==> config.mk <==
export PLATFORM = sky130hd
export DESIGN_NAME = ucdp_sfifo_unpack
export DESIGN_NICKNAME = d
export VERILOG_FILES = /design/src/rtl/ucdp_sfifo_unpack.sv
export SDC_FILE = /design/constraint.sdc
export NUM_CORES = 1
export LEC_CHECK = 0
export BUFFER_PORTS_ARGS = -buffer_cell sky130_fd_sc_hd__buf_2
export CAP_MARGIN = 20
export CORE_ASPECT_RATIO = 2
export CORE_MARGIN = 3
export CORE_UTILIZATION = 30
export DETAILED_ROUTE_END_ITERATION = 8
export PLACE_DENSITY_LB_ADDON = 0.2
export SLEW_MARGIN = 20
export SYNTH_ARGS = -nofsm -noshare
export SYNTH_HDL_FRONTEND = slang
export SYNTH_SLANG_ARGS = --single-unit
==> constraint.sdc <==
create_clock -name src_clk_i -period 1.4 [get_ports src_clk_i]
set_input_delay 0.28 -clock src_clk_i [delete_from_list [all_inputs] [get_ports src_clk_i]]
set_output_delay 0.28 -clock src_clk_i [all_outputs]
set_load 0.01 [all_outputs]
==> src/rtl/ucdp_sfifo_unpack.sv <==
// FIFO read-side unpacker: pops wide words and serialises them into
// dwidth_p/owidth_p narrow slices on a valid/ready stream.
module ucdp_sfifo_unpack #(
    parameter int unsigned dwidth_p    = 32,
    parameter int unsigned owidth_p    = 8,
    parameter bit          msb_first_p = 1'b0
) (
    input  logic                src_clk_i,
    input  logic                src_rst_an_i,
    input  logic                flush_i,
    output logic                rd_en_o,
    input  logic [dwidth_p-1:0] rd_data_i,
    input  logic                rd_empty_i,
    output logic                out_valid_o,
    input  logic                out_ready_i,
    output logic [owidth_p-1:0] out_data_o,
    output logic                out_last_o,
    output logic                busy_o
);

    localparam int unsigned RATIO = (owidth_p >= 1) ? dwidth_p / owidth_p : 1;
    localparam int unsigned IDXW  = (RATIO > 1) ? $clog2(RATIO) : 1;
    localparam logic [IDXW-1:0] LASTIDX = IDXW'(RATIO - 1);

    generate
        if ((owidth_p < 1) || ((dwidth_p % owidth_p) != 0) || (RATIO < 1)) begin : g_bad_params
            $error("ucdp_sfifo_unpack: dwidth_p must be a non-zero multiple of owidth_p");
        end
    endgenerate

    logic [dwidth_p-1:0] r_word;
    logic [IDXW-1:0]     r_idx;
    logic                r_have;

    logic                w_acc;
    logic                w_last;
    logic                w_done;
    logic                w_pop;
    logic [IDXW-1:0]     w_k;
    logic [owidth_p-1:0] w_slice;

    assign w_acc  = r_have & out_ready_i;
    assign w_last = (r_idx == LASTIDX);
    assign w_done = w_acc & w_last;
    // Refill whenever the holding slot is empty or is being emptied this cycle.
    assign w_pop  = ~flush_i & ~rd_empty_i & (~r_have | w_done);

    assign w_k = msb_first_p ? (LASTIDX - r_idx) : r_idx;

    always_comb begin
        w_slice = r_word[int'(w_k) * owidth_p +: owidth_p];
    end

    // NOTE: state registers use non-blocking assignments so every flop samples
    // pre-edge values; blocking here would create order-dependent races.
    always_ff @(posedge src_clk_i or negedge src_rst_an_i) begin
        if (!src_rst_an_i) begin
            r_word <= '0;
            r_idx  <= '0;
            r_have <= 1'b0;
        end else if (flush_i) begin
            r_idx  <= '0;
            r_have <= 1'b0;
        end else if (w_pop) begin
            r_word <= rd_data_i;
            r_idx  <= '0;
            r_have <= 1'b1;
        end else if (w_done) begin
            r_idx  <= '0;
            r_have <= 1'b0;
        end else if (w_acc) begin
            r_idx  <= r_idx + IDXW'(1);
        end
    end

    assign rd_en_o     = w_pop;
    assign out_valid_o = r_have;
    assign out_data_o  = w_slice;
    assign out_last_o  = w_last;
    assign busy_o      = r_have;

endmodule

# Word level (Yosys, flattened, before mapping)
# Index checks and enable logic that the tools add are counted.
dict set report totals {
  ff_bits 35
}
dict set report op_classes {
  n_shift 1
  reduce_logical 3
  mux 7
  n_addsub 1
  eq_ne 1
  n_bitwise 8
}
# cell n
set ops {}
lappend ops {{$shiftx 32x6->8} 1}
lappend ops {{$mux 2} 4}
lappend ops {{$and 1x1->1} 4}
lappend ops {{$reduce_bool 4->1} 1}
lappend ops {{$mux 1} 3}
lappend ops {{$not 1->1} 3}
lappend ops {{$reduce_bool 3->1} 1}
lappend ops {{$add 2x1->2 const B} 1}
lappend ops {{$eq 2x2->1 const B} 1}
lappend ops {{$reduce_and 2->1} 1}
lappend ops {{$or 1x1->1} 1}

# Longest topological paths before layout
# Gate-level depths: netlist of run 1.
dict set report depth {
  depth_word 6
  ltp_mapped 5
}

# Least setup slack after synthesis of run 1
# No wires, ideal clock.
dict set report synth_path {
  path_type {register to register}
  from {register r_idx[0]}
  to {register r_word[0]}
  path_buffers 1
  arrival_time_ns 1.452
  stages_incl_launch_ff 6
  t_required_ns 1.275
  path_slack_ns -0.177
  period_less_slack_ns 1.577
  setup_time_ns 0.125
  path_cell_list {dfrtp_1 > ha_1 > a21boi_4 > nor3_4 > buf_6 > mux2_2}
}
dict set report synth_via {
  elab_chain_len 5
}
# item line
set synth_lines {}
lappend synth_lines {{start: declaration} 32} ;# logic [IDXW-1:0] r_idx;
lappend synth_lines {{start signal: assignment} 72} ;# r_idx <= r_idx + IDXW'(1);
lappend synth_lines {{$eq 2x2->1} 43} ;# assign w_last = (r_idx == LASTIDX);
lappend synth_lines {{named net out_last_o} 17} ;# output logic out_last_o,
lappend synth_lines {{$and 1x1->1} 44} ;# assign w_done = w_acc & w_last;
lappend synth_lines {{$or 1x1->1} 46} ;# assign w_pop = ~flush_i & ~rd_empty_i & (~r_have | w_done);
lappend synth_lines {{$and 1x1->1} 46}
lappend synth_lines {{named net rd_en_o} 11} ;# output logic rd_en_o,
lappend synth_lines {{$reduce_and 2->1 (no source line)} n/a}
lappend synth_lines {{end signal: assignment} 65} ;# r_word <= rd_data_i;
lappend synth_lines {{end: declaration} 31} ;# logic [dwidth_p-1:0] r_word;
# The timed path passes the listed nets, and every way through them passes these cells.
# A chain may end at the register's enable or synchronous reset.

# Final worst setup path of run 1
dict set report layout_path {
  from {register r_idx[0]}
  to {output port out_data_o[1]}
}
dict set report layout_via {
  elab_chain_len 1
}
# item line
set layout_lines {}
lappend layout_lines {{$shiftx 32x6->8} 51} ;# w_slice = r_word[int'(w_k) * owidth_p +: owidth_p];
lappend layout_lines {{end: declaration} 16} ;# output logic [owidth_p-1:0] out_data_o,
# No other way between the ends.

==> flow_summary.toml, run 1 <==
[run_status]
status = "finished, violations left"
failed_checks = "negative setup slack"

[finish]
mostFrequentLayoutCells = "buf_2, dfrtp_1, mux2_2, mux2_4, buf_6"
drive_gt1_frac = 0.738
fin_nets = 197
fin_area_sq_um = 2250
multi_input_area_sq_um = 722
diodes = 0
fin_util = 0.455
seq_area_sq_um = 877
fillers = 469
area_growth_pct = 44.0
final_common_cell = "buf_2"

[cts]
clkTransAtPathRegs_ns = 0.07
cts_tree = "yes"
clkLatencyLatePin_ns = 0.28
cts-htree-levels = 2
clkSinkCount = 35
cts_buffer_depth = 2
clock-root-buffer = "clkbuf_8"
cts_hold_buf = 0
numCtsBuffers = 5

[place]
place_hpwl_mm = 2.57
pre_cts_ws_ns = -0.187
place.port_buffers = 48
placed_area_sq_um = 1980
gp_congestion = 0.697

[worst_setup_path]
rr_startpoint = "r_idx[0]$_DFFE_PN0P_"
cp_cell_sequence = "buf_6, mux4_2, buf_6"
cp_top_family = "multiplexers"
cp_num_buf_inv = 2
cpMostUsedCell = "buf_6"
cp-start-kind = "flop"
cp.arrival_ns = 1.48
r2r_slack_ns = -0.29
endpoint_kind = "output pin"
critPathMaxFanout = 4
required_ns = 1.12
critPathKind = "flop to output pin"
reg2regPathDepth = 7
slowest_delay_ns = 0.53
crit_slowest_cell = "mux4_2"
r2r-end = "r_word[16]$_DFFE_PN0P_"

[timing]
rsz0062_at_grt = "yes"
final.min_clock_period_ns = 1.76
finalHoldViolations = 0
holdWs_ns = 0.0270
maxSlewViolCount = 0
max_freq_mhz = 569
maxSlewHeadroom = 0.696
tightest_slew_ns = 0.455
clock-skew-final_ns = 0.00473
finalSetupViolCount = 43
setup_slack_ns = -0.357
finalCritPeriodShare = 1.25

[synth]
syn-instance-count = 93
seq_area_frac_synth = 0.560
synth_cell_types = 18
yosysWarnings = 0
avgSynthCellArea_sq_um = 16.8
syn-num-nets = 131
syn-cell-area_sq_um = 1570
synth-seq-cells = 35

[die]
core_sq_um = 4950
die_x_microns = 57.1
ioPinCount = 49
initial_core_util = 0.316
die_y_microns = 108
die_area_sq_um = 6170
rows = 36

[drt]
drt_iter0_drc = 9
wl_mm = 3.70
vias = 1016
via_per_inst = 4.68
ant_nets = 0
wl_per_cell_microns = 17.1
first_pass_iters = 3
drc = 0

[grt]
grt-ovfl-total = 0
grt_max_degree = 36
grt_pass1_vias = 1227
antenna_found_initial = 0
grt_use_total = 0.130
grt_pass1_wl_mm = 6.02

[worst_hold_path]
hold_class = "input pin to asynchronous set/reset pin"

[pwr]
pwr_density_cell_nw_per_um2 = 1170
vdd_drop_max_mv = 0.834
leakage_uw = 0.00104
total_power_uw = 2640

[flow_run]
cap_violations = 0
[cell type report]
type | instances | area share
timing repair buffer | 65 | 0.223
tap | 57 | 0.0316
clock buffer | 7 | 0.0339
sequential | 35 | 0.389
multi-input combinational | 52 | 0.320
clock inverter | 1 | 0.00222
[worst max-delay path by stage]
stage | cells after the start | slack [ns] | to | from
floorplan | 5 | -0.16 | r_word[0]$_DFFE_PN0P_ | r_idx[1]$_DFFE_PN0P_
global placement | 5 | -0.14 | r_word[23]$_DFFE_PN0P_ | r_idx[0]$_DFFE_PN0P_
detailed placement | 5 | -0.19 | r_word[31]$_DFFE_PN0P_ | r_idx[0]$_DFFE_PN0P_
CTS | 6 | -0.37 | rd_en_o | r_idx[0]$_DFFE_PN0P_
global route | 3 | -0.43 | out_data_o[1] | r_idx[0]$_DFFE_PN0P_
finish | 3 | -0.36 | out_data_o[1] | r_idx[0]$_DFFE_PN0P_
[synthesized netlist by cell type, drive strengths merged]
master,number,share of area
a21boi,1,0.012
a21oi,1,0.0032
buf,5,0.030
clkbuf,1,0.0024
dfrtp,35,0.56
ha,1,0.0080
mux2,32,0.23
mux2i,1,0.0064
mux4,8,0.12
nand2,1,0.0024
nor2,2,0.0048
nor2b,1,0.0040
nor3,2,0.014
o211ai,1,0.0048
or3,1,0.0040
[stage by stage]
| stage | setup TNS, ns | cells |
|---|---|---|
| global placement | -4.82 | 202 |
| finish | -11.02 | 217 |
| CTS | -12.13 | 215 |
| global route | -13.69 | 217 |
| detailed placement | -6.23 | 202 |
| floorplan | -4.48 | 93 |
[per-layer routing]
metal  global-route usage  wire, microns  part of all wire
met5                    0              0                 0
met4               0.0630             71             0.019
met3               0.0323            189             0.051
met2                0.226           2040              0.55
met1                0.144           1400              0.38
[registers in the layout (all words and copies together) (netlist names)]
signal and flops:
busy_o 1, r_idx 2, r_word 32
[logic make-up after synthesis]
| group | count (synthesis) | synth area share |
|---|---|---|
| simple gates | 7 | 0.0288 |
| fa+ha+maj | 1 | 0.00799 |
| mux | 41 | 0.352 |
| buf+inv | 6 | 0.0320 |
| compound gates | 3 | 0.0200 |
| flops | 35 | 0.560 |
[where the power goes]
group / switching (uW) / internal, uW
Combinational: 214 / 443
Clock: 344 / 349
Sequential: 98.4 / 1190
Total: 656 / 1980
[what timing repair did]
item / CTS / global route
resized for setup: 12 / 6
setup endpoints to repair: 42 / 45
pin swaps: 4 / 2
buffers inserted: 4 / 0
cloned: 1 / 2
(Power assumes the default switching activity.)
==> run 2, diff against run 1 <==
==> constraint.sdc (replaced) <==
create_clock -name src_clk_i -period 1.6 [get_ports src_clk_i]
set_input_delay 0 -clock src_clk_i [delete_from_list [all_inputs] [get_ports src_clk_i]]
set_output_delay 0 -clock src_clk_i [all_outputs]
set_load 0.01 [all_outputs]
==> run 2 against run 1 <==
Against the previous run:
- the flow still finishes with violations (negative setup slack)
- highest routed layer unchanged
- combinational power fell by 9.3%
- flip-flop and latch count stayed put
- cell count increased by 11%
- largest cell class unchanged
- sequential power down 12%
- critical path type is now flop to flop
- clock skew is 0.0013 ns higher
- core utilization rose by 5.0 points
- critical endpoint is now r_word[27]$_DFFE_PN0P_
- global-route usage is 0.93 points lower
- largest power group unchanged
- register-to-register slack gained 0.25 ns
==> flow_summary.toml, run 2 (same netlist as run 1, synthesis figures left out) <==
[worst_setup_path]
required_ns = 1.76
reg2regPathDepth = 6
endpoint_kind = "flop"
rr_startpoint = "r_idx[1]$_DFFE_PN0P_"
startpoint = "r_idx[1]$_DFFE_PN0P_"
critPathMaxFanout = 8
cp.arrival_ns = 1.80
critPathKind = "flop to flop"
cp-start-kind = "flop"

[die]
die_y_microns = 108
ioPinCount = 49
die_area_sq_um = 6170
rows = 36
die_x_microns = 57.1
core_sq_um = 4950
initial_core_util = 0.316

[finish]
fin_area_sq_um = 2500
final_common_cell = "buf_2"
fin_nets = 221
multi_input_area_sq_um = 746
fillers = 463
regMostFlops = "r_word"
mostFrequentLayoutCells = "buf_2, dfrtp_1, dlygate4sd3_1, mux2_4, mux4_2"
area_growth_pct = 59.9
seq_area_sq_um = 876
diodes = 0
largest_register_ffs = 32
drive_gt1_frac = 0.571

[pwr]
leakage_uw = 0.00115
total_power_uw = 2410
pwr_density_cell_nw_per_um2 = 963
vdd_drop_max_mv = 0.587

[timing]
rsz0062_at_grt = "yes"
maxSlewViolCount = 0
tightest_slew_ns = 0.770
finalCritPeriodShare = 1.03
final.min_clock_period_ns = 1.64
clock-skew-final_ns = 0.00600
max_freq_mhz = 610
finalHoldViolations = 0
fin_tns_setup_ns = -0.439
setup_slack_ns = -0.0403
finalSetupViolCount = 26
maxSlewHeadroom = 0.487

[drt]
drc = 0
wl_mm = 3.80
via_per_inst = 4.69
drt_iter0_drc = 6
ant_nets = 0
vias = 1130
first_pass_iters = 3
wl_per_cell_microns = 15.8

[cts]
cts_tree = "yes"
clock-root-buffer = "clkbuf_8"
clkTransAtPathRegs_ns = 0.07
clkLatencyLatePin_ns = 0.27
clkSinkCount = 35
numCtsBuffers = 5
cts-htree-levels = 2
cts_buffer_depth = 2

[place]
place.port_buffers = 48
place_hpwl_mm = 2.50
gp_congestion = 0.633
placed_area_sq_um = 1880
pre_cts_ws_ns = 0.0350

[grt]
grt-ovfl-total = 0
grt_pass1_vias = 1252
grt_max_degree = 36
grt_use_total = 0.120
antenna_found_initial = 0
grt_pass1_wl_mm = 5.69

[flow_run]
cap_violations = 0

[worst_hold_path]
hold_class = "input pin to flop"
hp-start = "rd_empty_i"
min_delay_path_depth = 3

[run_status]
failed_checks = "negative setup slack"
status = "finished, violations left"
-- run 2: changes by cell type in the layout (fill, tap and decap cells not counted), sizes merged --
| cell | previous run | this run |
|---|---|---|
| buf | 63 | 53 |
| clkbuf | 9 | 10 |
| clkinv | 1 | 0 |
| dlygate4sd3 | 0 | 34 |
-- run 2: layout make-up --
type	instances	share of cell area
Clock buffer	8	0.0400
Multi-Input combinational cell	52	0.298
Sequential cell	35	0.350
Tap cell	57	0.0285
Timing Repair Buffer	89	0.283
-- run 2: report_power, final --
part / switching [uW] / internal (uW) / total (uW)
clock: 291 / 393 / 684
sequential: 87.8 / 1040 / 1130
combinational: 186 / 409 / 595
-- run 2: path summary, 6_finish.rpt --
check / endpoint / slack, ns
setup / recovery: r_word[27]$_DFFE_PN0P_ / -0.04
min in group asynchronous: r_word[4]$_DFFE_PN0P_ / 0.33
hold reg to reg: r_word[10]$_DFFE_PN0P_ / 0.50
max in group asynchronous: r_word[7]$_DFFE_PN0P_ / 0.77
hold / removal: r_idx[1]$_DFFE_PN0P_ / 0.06
setup reg to reg: r_word[27]$_DFFE_PN0P_ / -0.04
-- run 2: routing by layer --
| layer | vias up | wire length, microns | share of wire | track usage |
|---|---|---|---|---|
| met2 | 28 | 2140 | 0.56 | 0.225 |
| met1 | 573 | 1450 | 0.38 | 0.120 |
| met5 | - | 0 | 0 | 0 |
| li1 | 524 | - | - | - |
| met4 | 0 | 61 | 0.016 | 0.0547 |
| met3 | 5 | 158 | 0.042 | 0.0311 |
-- run 2: timing repair --
item,CTS,global route
hold buffers,34,0
setup buffers,0,1
endpoints found under the setup margin,0,41
endpoints found under the hold margin,70,0
gates resized for setup,0,28
-- run 2: metrics by stage --
| stage | hold WS, ns | util | instances |
|---|---|---|---|
| finish | 0.0571 | 0.505 | 241 |
| global route | 0.0610 | 0.505 | 241 |
| CTS | 0.0523 | 0.469 | 238 |
| detailed placement | 0.129 | 0.380 | 196 |
| global placement | 0.111 | 0.380 | 196 |
| floorplan | -0.296 | - | 93 |
-- run 2: critical path: stages, from the launching register on --
cell	delay, ns
dfrtp_1	0.42
ha_4	0.18
a21boi_4	0.06
nor3_4	0.23
buf_12	0.16
clkbuf_16	0.15
mux2_2	0.33
==> run 3, diff against run 2 <==
--- a/config.mk
+++ b/config.mk
@@ -8,10 +8,9 @@
 export BUFFER_PORTS_ARGS = -buffer_cell sky130_fd_sc_hd__buf_2
 export CAP_MARGIN = 20
 export CORE_ASPECT_RATIO = 2
-export CORE_MARGIN = 3
+export CORE_MARGIN = 2
 export CORE_UTILIZATION = 30
 export DETAILED_ROUTE_END_ITERATION = 8
-export PLACE_DENSITY_LB_ADDON = 0.2
 export SLEW_MARGIN = 20
 export SYNTH_ARGS = -nofsm -noshare
 export SYNTH_HDL_FRONTEND = slang
==> run 3 against run 2 <==
Against the previous run:
- the run now ends clean
- worst hold slack worse by 0.010 ns
- flip-flop and latch count stayed put
- register-to-register slack better by 0.06 ns
- setup slack better by 0.063 ns
- maximum frequency is 4.0% higher
- cell count stayed put
- non-clock buffer count stayed put
- first-iteration DRC count is 83% lower
- clock power is 7.0% lower
- power is 2.8% lower
- critical path depth stayed put
==> flow_summary.toml, run 3 (same netlist as run 1, synthesis figures left out) <==
[timing]
setup_slack_ns = 0.0222
finalCritPeriodShare = 0.986
final.min_clock_period_ns = 1.58
max_freq_mhz = 634
clock-skew-final_ns = 0.00921
rsz0062_at_grt = "yes"
maxSlewHeadroom = 0.498
finalSetupViolCount = 0
tightest_slew_ns = 0.753
finalHoldViolations = 0
maxSlewViolCount = 0

[drt]
first_pass_iters = 3
drc = 0
vias = 1132
drt_iter0_drc = 1
wl_mm = 4.00
via_per_inst = 4.70
wl_per_cell_microns = 16.6
ant_nets = 0

[die]
ioPinCount = 49
core_sq_um = 5090
die_x_microns = 55.1
die_y_microns = 106
rows = 37
initial_core_util = 0.307
die_area_sq_um = 5850

[cts]
numCtsBuffers = 5
clkLatencyLatePin_ns = 0.28
clkTransAtPathRegs_ns = 0.07
clock-root-buffer = "clkbuf_8"
cts_buffer_depth = 2
cts-htree-levels = 2
clkSinkCount = 35
cts_tree = "yes"

[worst_setup_path]
endpoint_kind = "flop"
cp-start-kind = "flop"
required_ns = 1.77
critPathMaxFanout = 8
critPathKind = "flop to flop"
cp.arrival_ns = 1.75

[finish]
fin_nets = 221
fillers = 469
area_growth_pct = 56.7
largest_register_ffs = 32
final_common_cell = "buf_2"
mostFrequentLayoutCells = "buf_2, dfrtp_1, dlygate4sd3_1, mux2_2, mux2_4"
regMostFlops = "r_word"
drive_gt1_frac = 0.574
diodes = 0

[run_status]
status = "completed"

[place]
gp_congestion = 0.634
place_hpwl_mm = 2.52
pre_cts_ws_ns = 0.0338
place.port_buffers = 48

[grt]
grt_pass1_vias = 1290
antenna_found_initial = 0
grt_max_degree = 36
grt-ovfl-total = 0
grt_pass1_wl_mm = 5.70
grt_use_total = 0.138

[pwr]
pwr_density_cell_nw_per_um2 = 955
leakage_uw = 0.00111
total_power_uw = 2340
vdd_drop_max_mv = 0.659

[flow_run]
cap_violations = 0

[worst_hold_path]
hold_class = "input pin to flop"
-- run 3: final cells by class --
type | count | area [sq um] | share of cell area
clock buffer | 6 | 82.6 | 0.0337
multi-input combinational | 52 | 712 | 0.290
clock inverter | 1 | 5.00 | 0.00204
timing repair buffer | 89 | 704 | 0.287
sequential | 35 | 876 | 0.357
tap | 58 | 72.6 | 0.0296
-- run 3: through the flow --
| stage | area [sq um] | hold slack [ns] | instances | setup TNS (ns) | util |
|---|---|---|---|---|---|
| after floorplan | 1570 | -0.296 | 93 | 0 | - |
| after global placement | 1860 | 0.0894 | 196 | 0 | 0.366 |
| after detailed placement | 1860 | 0.124 | 196 | 0 | 0.366 |
| after CTS | 2290 | 0.0419 | 237 | -0.000693 | 0.450 |
| after global routing | 2450 | 0.0862 | 241 | -0.414 | 0.482 |
| final | 2450 | 0.0468 | 241 | 0 | 0.482 |
-- run 3: routing by layer --
metal / track usage / wire length (microns) / vias up
li1: - / - / 517
met1: 0.133 / 1360 / 573
met2: 0.251 / 2320 / 30
met3: 0.0281 / 136 / 12
met4: 0.0749 / 184 / 0
met5: 0 / 0 / -
-- run 3: power by group --
part | total [uW] | internal, uW | switching, uW | leakage (uW)
Clock | 636 | 337 | 298 | 0.0000470
Combinational | 576 | 384 | 192 | 0.000650
Sequential | 1130 | 1040 | 87.4 | 0.000417
Total | 2340 | 1770 | 577 | 0.00111
-- run 3: critical path, cell delays in order, from the launching register on --
cell and delay [ns]:
dfrtp_1 0.42, ha_4 0.19, a21boi_4 0.18, nor3_4 0.07
buf_12 0.14, clkbuf_16 0.17, mux2_4 0.30
-- run 3: worst paths after layout --
| path | startpoint | endpoint | slack [ns] | cells after the start |
|---|---|---|---|---|
| hold reg to reg | r_word[28]$_DFFE_PN0P_ | r_word[28]$_DFFE_PN0P_ | 0.51 | 1 |
| hold / removal | rd_empty_i | r_idx[1]$_DFFE_PN0P_ | 0.05 | 3 |
| min in group asynchronous | src_rst_an_i | r_word[12]$_DFFE_PN0P_ | 0.33 | 2 |
| max in group asynchronous | src_rst_an_i | r_word[29]$_DFFE_PN0P_ | 0.78 | 2 |
| setup reg to reg | r_idx[0]$_DFFE_PN0P_ | r_word[27]$_DFFE_PN0P_ | 0.02 | 6 |
| setup / recovery | r_idx[0]$_DFFE_PN0P_ | r_word[27]$_DFFE_PN0P_ | 0.02 | 6 |
-- run 3: repair_timing --
item	CTS	global route
setup buffers	0	1
resized for setup	0	20
setup endpoints to repair	1	41
endpoints found under the hold margin	70	0
pin swaps	0	3
gates cloned	0	3
hold buffers	34	0
